### src/rtl/jk_cmd_gen.sv
// jk_cmd_gen: debounced set/clear/toggle buttons decoded into single-cycle
// registered j/k pulses for a downstream JK flip-flop, plus a wrapping
// command counter for observation.
module jk_cmd_gen #(
  parameter int unsigned DEBOUNCE_CYCLES = 16,
  parameter int unsigned CNT_W           = 5
) (
  input  logic       clk,
  input  logic       rst,
  input  logic       en,
  input  logic       btn_set,
  input  logic       btn_clr,
  input  logic       btn_tgl,
  output logic       j,
  output logic       k,
  output logic [2:0] db_lvl,
  output logic [7:0] cmd_cnt
);

  localparam logic [CNT_W-1:0] LP_CNT_MAX = CNT_W'(DEBOUNCE_CYCLES - 1);

  // Line order everywhere is {tgl, clr, set}.
  logic [2:0]       w_btn;
  logic [2:0]       r_sync1;
  logic [2:0]       r_sync2;
  logic [2:0]       r_db;
  logic [2:0]       r_db_prev;
  logic [CNT_W-1:0] r_cnt [0:2];
  logic [2:0]       w_evt;
  logic             w_j_nxt;
  logic             w_k_nxt;
  logic             r_j;
  logic             r_k;
  logic [7:0]       r_cmd_cnt;

  assign w_btn = {btn_tgl, btn_clr, btn_set};

  // Two-flop synchronizer for the asynchronous button lines.
  always_ff @(posedge clk) begin
    if (!rst) begin
      r_sync1 <= '0;
      r_sync2 <= '0;
    end else begin
      r_sync1 <= w_btn;
      r_sync2 <= r_sync1;
    end
  end

  // Stability-counter debouncer: db follows sync2 only after it has
  // differed for DEBOUNCE_CYCLES consecutive cycles.
  always_ff @(posedge clk) begin
    if (!rst) begin
      r_db <= '0;
      for (int unsigned i = 0; i < 3; i++) begin
        r_cnt[i] <= '0;
      end
    end else begin
      for (int unsigned i = 0; i < 3; i++) begin
        if (r_sync2[i] == r_db[i]) begin
          r_cnt[i] <= '0;
        end else if (r_cnt[i] == LP_CNT_MAX) begin
          r_db[i]  <= r_sync2[i];
          r_cnt[i] <= '0;
        end else begin
          r_cnt[i] <= r_cnt[i] + CNT_W'(1);
        end
      end
    end
  end

  // Previous debounced level, used for rising-edge detection.
  always_ff @(posedge clk) begin
    if (!rst) begin
      r_db_prev <= '0;
    end else begin
      r_db_prev <= r_db;
    end
  end

  assign w_evt   = r_db & ~r_db_prev;
  assign w_j_nxt = en & (w_evt[0] | w_evt[2]);
  assign w_k_nxt = en & (w_evt[1] | w_evt[2]);

  // Registered j/k decode; the counter advances on the same edge so it
  // changes in the cycle the pulse is visible.
  always_ff @(posedge clk) begin
    if (!rst) begin
      r_j       <= 1'b0;
      r_k       <= 1'b0;
      r_cmd_cnt <= '0;
    end else begin
      r_j       <= w_j_nxt;
      r_k       <= w_k_nxt;
      r_cmd_cnt <= r_cmd_cnt + {7'd0, (w_j_nxt | w_k_nxt)};
    end
  end

  assign j       = r_j;
  assign k       = r_k;
  assign db_lvl  = r_db;
  assign cmd_cnt = r_cmd_cnt;

endmodule

### config.mk
export PLATFORM = sky130hd
export DESIGN_NAME = jk_cmd_gen
export DESIGN_NICKNAME = d
export VERILOG_FILES = /design/src/rtl/jk_cmd_gen.sv
export SDC_FILE = /design/constraint.sdc
export NUM_CORES = 1
export LEC_CHECK = 0
export ABC_AREA = 0
export ABC_CLOCK_PERIOD_IN_PS = 5300
export CELL_PAD_IN_SITES_DETAIL_PLACEMENT = 0
export CELL_PAD_IN_SITES_GLOBAL_PLACEMENT = 1
export CORE_ASPECT_RATIO = 1.2
export CORE_MARGIN = 3
export CORE_UTILIZATION = 52
export DETAILED_ROUTE_END_ITERATION = 7
export DONT_BUFFER_PORTS = 1
export GPL_TIMING_DRIVEN = 0
export PLACE_DENSITY_LB_ADDON = 0.12
export SYNTH_ARGS = -nofsm -noshare
export SYNTH_HDL_FRONTEND = slang
export SYNTH_SLANG_ARGS = --single-unit
### constraint.sdc
create_clock -name clk -period 5.3 [get_ports clk]
set_input_delay 0.53 -clock clk [delete_from_list [all_inputs] [get_ports clk]]
set_output_delay 0.53 -clock clk [all_outputs]
set_load 0.05 [all_outputs]
* Yosys cells after proc, flatten, opt, wreduce, memory -nomap -nowiden
Memories as Yosys holds them, arrays and structs flattened.
Cells that the tools add are included.
** Word-level totals
- Register bits after elaboration :: 22
- RAM bits :: 15
- Bits of input ports :: 6
- Output and inout port bits :: 13
- Word-level logic and storage cells :: 85
- Memories kept :: 1
** Cells by class
- $add $sub $neg :: 4
- Eq/ne operators :: 6
- Mux-type cells :: 43
- Bitwise gates (word level) :: 19
- Reductions and logical operators :: 3
** Memory list
- r_cnt :: depth 3, bits a word 5, read ports 3, clocked after Yosys merged registers in 0, wr ports 3, RTL line 28 : logic [CNT_W-1:0] r_cnt [0:2];
** Operators by type and width (number)
- $mux 5 :: 9
- $mux 1 :: 34
- $add 5x1->5 const B :: 3
- $eq 5x4->1 const B :: 3
- $or 1x1->1 :: 12
- $add 8x1->8 :: 1
- $reduce_and 2->1 :: 3
- $and 3x3->3 :: 1
- $eq 1x1->1 :: 3
- $not 1->1 :: 3
- $not 3->3 :: 1
- $and 1x1->1 :: 2

* Logic depth before layout (Yosys ltp)
- Word-level depth :: 7
- Mapped depth :: 8
- Mapped depth without buffers :: 8

* Worst setup path before layout
No wires, ideal clock.
- Kind :: register to register
- Start :: register r_db[2], in the netlist db_lvl[2]
- End :: register r_cmd_cnt[6], in the netlist cmd_cnt[6]
- Library setup time :: 0.070 ns
- Data arrival time :: 2.107 ns
- Data required time :: 5.230 ns
- Slack :: 3.123 ns
- Cell stages (with the launch flop) :: 9
- Buffers on the path :: 0
- Clock period less this slack :: 2.177 ns
- Cells stage by stage :: dfxtp_1 nand2b_1 a21boi_0 a21boi_0 ha_1 ha_1 nand3_2 or3_1 a21boi_1
** On the way
- Cells in the longest elaborated chain, start to end :: 5
- Elaborated cells between the ends (all ways) :: 7
- Classes of those cells :: add/sub: 1; bitwise: 6
** RTL lines
- from (decl) :: RTL line 26 : logic [2:0] r_db;
- from (signal, indexed assignment) :: RTL line 62 : r_db[i] <= r_sync2[i];
- $and 3x3->3 (*) :: RTL line 80 : assign w_evt = r_db & ~r_db_prev;
- $or 1x1->1 (on tied branches) :: RTL line 81, 82
- $and 1x1->1 (on tied branches) :: RTL line 81, 82
- $or 1x1->1 (*) :: RTL line 94 : r_cmd_cnt <= r_cmd_cnt + {7'd0, (w_j_nxt | w_k_nxt)};
- $add 8x1->8 (*) :: RTL line 94
- to (signal assigned) :: RTL line 94
- to (decl) :: RTL line 34 : logic [7:0] r_cmd_cnt;
Every way passes the cells marked *; elsewhere a longest branch is shown, timed or not.
A chain may end at the register's enable or synchronous reset.

* Worst setup path in the final report
Ends and elaborated chain as after synthesis.

==> reports/metrics.cfg <==
[worst_setup_path]
endpoint_kind = flip-flop
r2r-start = db_lvl[2]$_SDFFE_PN0P_
crit_type = reg -> reg
startpoint_type = flip-flop
rr_endpoint = cmd_cnt[6]$_SDFF_PN0_
worstRegToRegCells = 8
arrival_ns = 2.86
required_ns = 5.56
reg2reg_setup_slack_ns = 2.70
crit_fanout = 5

[clocking]
cts_sinks = 37
cts_tree = built
cts_buffer_depth = 2
path_clk_slew_ns = 0.10
insertion_delay_ns = 0.33
cts_made_buffers = 5
hold_buffers = 0
clock-root-buffer = clkbuf_4
cts_setup_buffers = 0
htree_levels = 2
cts_resized = 0

[timing]
timing.hold.ws_ns = 0.324
min_period_ns = 2.60
slew_headroom = 0.576
tightest_slew_ns = 0.635
finalSetupViolations = 0
tns_ns = 0
hold_viol = 0
drv_slew = 0
fin_skew_ns = 0.00562
rsz0062_at_grt = false
fmax_ghz = 0.385
post-route-period-util = 0.490

[floorplan]
placementRows = 20
start_util = 0.572
die_x_um = 55.3
core_area_um2 = 2650
die_area_um2 = 3600
ios = 19
die_y_um = 65.2

[power]
p_int_uw = 386
comb_power_share = 0.031
p_sw_uw = 100
power_per_cell_area_nw_per_um2 = 290
p_leak_uw = 0.000700
p_clk_frac = 0.338
pwr-share-seq = 0.631
p_total_uw = 487
netSwitchingFraction = 0.206
peakVddDrop_mv = 0.213

[placed_design]
dpl.hpwl_mm = 1.67
routabilityCongestion = 0.684
io_buffers = 0

[cells_and_area]
syn2layout_area_growth_pct = 10.8
drive_above_1_share = 0.0577
multi_input_area_um2 = 644
diodes = 0
num-nets-final = 169
seqCellArea_um2 = 891
fillers = 238

[logic_synthesis]
synth.distinct_cells = 24
synth_seq_area_share = 0.587
ys_ff_latch = 37
synth_warnings = 0
syn-cell-area_um2 = 1520
avgSynthCellArea_um2 = 11.3
netlist_instances = 134

[job]
maxCapViolations = 0

[grt]
antenna_found_initial = 0
grt_pass1_wl_mm = 3.88
grt_max_degree = 12
gr-total-overflow = 0
grt_use_total = 0.142
grt_pass1_vias = 906

[min_path]
worstHoldStart = btn_clr
hold_end = r_sync1[1]$_SDFF_PN0_
min_path_type = in -> reg
hold_depth = 1

[run_status]
status = finished, final reports clean

[routing]
first_pass_iters = 4
vias = 897
viasPerCell = 4.75
drc = 0
first_iter_violations = 4
antenna_left = 0
wl_per_cell_um = 11.5
drt_wl_total_mm = 2.17

-- cell usage in the layout (no fill, tap or decap), drive strengths merged --
cell type   n
edfxtp     15
and3        3
nand2       5
nand3b      3
nor3        1
inv         7
xor2        7
xnor2       5
ha          8
nand3       6
o21ai       2
and2       14
dfxtp      22
mux2i       4
clkinv      1
conb       15
nor2       16
or3         2
a21oi       1
nor2b       3
clkbuf      9
a21boi      4
nand2b      3
-- cell families (layout without fill, tap and decap cells) --
group / after synthesis / count (layout) / synth area share
AND/OR/NAND/NOR: 56 / 56 / 0.196
flip-flops: 37 / 37 / 0.587
XOR/XNOR: 12 / 12 / 0.0693
buffers and inverters: 9 / 17 / 0.0223
adder cells (fa/ha/maj): 8 / 8 / 0.0660
AO/OA/AOI/OAI: 7 / 7 / 0.0297
multiplexers: 4 / 4 / 0.0264
other: 1 / 15 / 0.00247
-- cell usage after synthesis --
master / n / area [um^2]
conb_1: 1 / 3.75
a21oi_1: 1 / 5.00
a21boi_1: 2 / 15.0
xor2_1: 7 / 61.3
dfxtp_1: 22 / 440
mux2i_1: 4 / 40.0
nand2_1: 5 / 18.8
nand2b_1: 3 / 18.8
inv_1: 7 / 26.3
nor2b_1: 3 / 18.8
ha_1: 8 / 100
a21boi_0: 2 / 15.0
nor2_1: 16 / 60.1
clkbuf_1: 2 / 7.51
and3_1: 3 / 18.8
o21ai_0: 2 / 10.0
xnor2_1: 5 / 43.8
nand3b_1: 3 / 22.5
nand3_1: 5 / 25.0
edfxtp_1: 15 / 450
or3_1: 2 / 12.5
nand3_2: 1 / 10.0
nor3_1: 1 / 5.00
and2_1: 14 / 87.6
-- final cells by class --
| class | instances | area share |
|---|---|---|
| Multi-Input combinational cell | 102 | 0.383 |
| Clock inverter | 1 | 0.00298 |
| Clock buffer | 7 | 0.0387 |
| Buffer | 2 | 0.00447 |
| Sequential cell | 37 | 0.530 |
| Inverter | 7 | 0.0156 |
| Tap cell | 33 | 0.0246 |
-- flip-flops by register name, indices dropped and copies added (netlist names) --
register / count
cmd_cnt: 8
j: 1
k: 1
r_sync1: 3
r_sync2: 3
r_db_prev: 3
db_lvl: 3
r_cnt: 15
-- power groups by stage --
stage / Clock [uW] / Combinational (uW) / Sequential, uW
3_3_place_gp: 0 / 14.5 / 313
4_1_cts: 169 / 15.1 / 307
2_1_floorplan: 0 / 12.8 / 313
3_5_place_dp: 0 / 15.0 / 314
6_report: 164 / 15.2 / 307
5_1_grt: 182 / 18.2 / 308
-- how the worst max path moves through the flow --
stage | start | endpoint | depth (start not counted)
global route | db_lvl[2]$_SDFFE_PN0P_ | cmd_cnt[6]$_SDFF_PN0_ | 8
floorplan | db_lvl[2]$_SDFFE_PN0P_ | cmd_cnt[6]$_SDFF_PN0_ | 8
detailed placement | db_lvl[2]$_SDFFE_PN0P_ | cmd_cnt[6]$_SDFF_PN0_ | 8
finish | db_lvl[2]$_SDFFE_PN0P_ | cmd_cnt[6]$_SDFF_PN0_ | 8
global placement | db_lvl[2]$_SDFFE_PN0P_ | cmd_cnt[6]$_SDFF_PN0_ | 8
CTS | db_lvl[2]$_SDFFE_PN0P_ | cmd_cnt[6]$_SDFF_PN0_ | 8
-- critical path, stage by stage, from the launching register on --
cell      delay, ns
dfxtp_1        0.74
nand2b_1       0.18
a21boi_0       0.18
a21boi_0       0.31
ha_1           0.27
ha_1           0.21
nand3_2        0.11
or3_1          0.38
a21boi_1       0.14
-- through the flow --
step	instance area, um^2	setup WS [ns]	utilization	instances
finish	1680	2.70	0.633	189
global route	1680	2.58	0.633	189
CTS	1680	2.68	0.633	189
detailed placement	1610	2.74	0.607	181
global placement	1610	2.79	0.607	181
floorplan	1570	3.12	-	148
-- layer usage --
layer,track usage,part of all wire,vias up
met5,0,0,-
met4,0.0729,0.020,0
met3,0.0511,0.058,5
met2,0.238,0.48,19
met1,0.159,0.45,400
li1,-,-,473
Power figures use the tool's default switching activity.
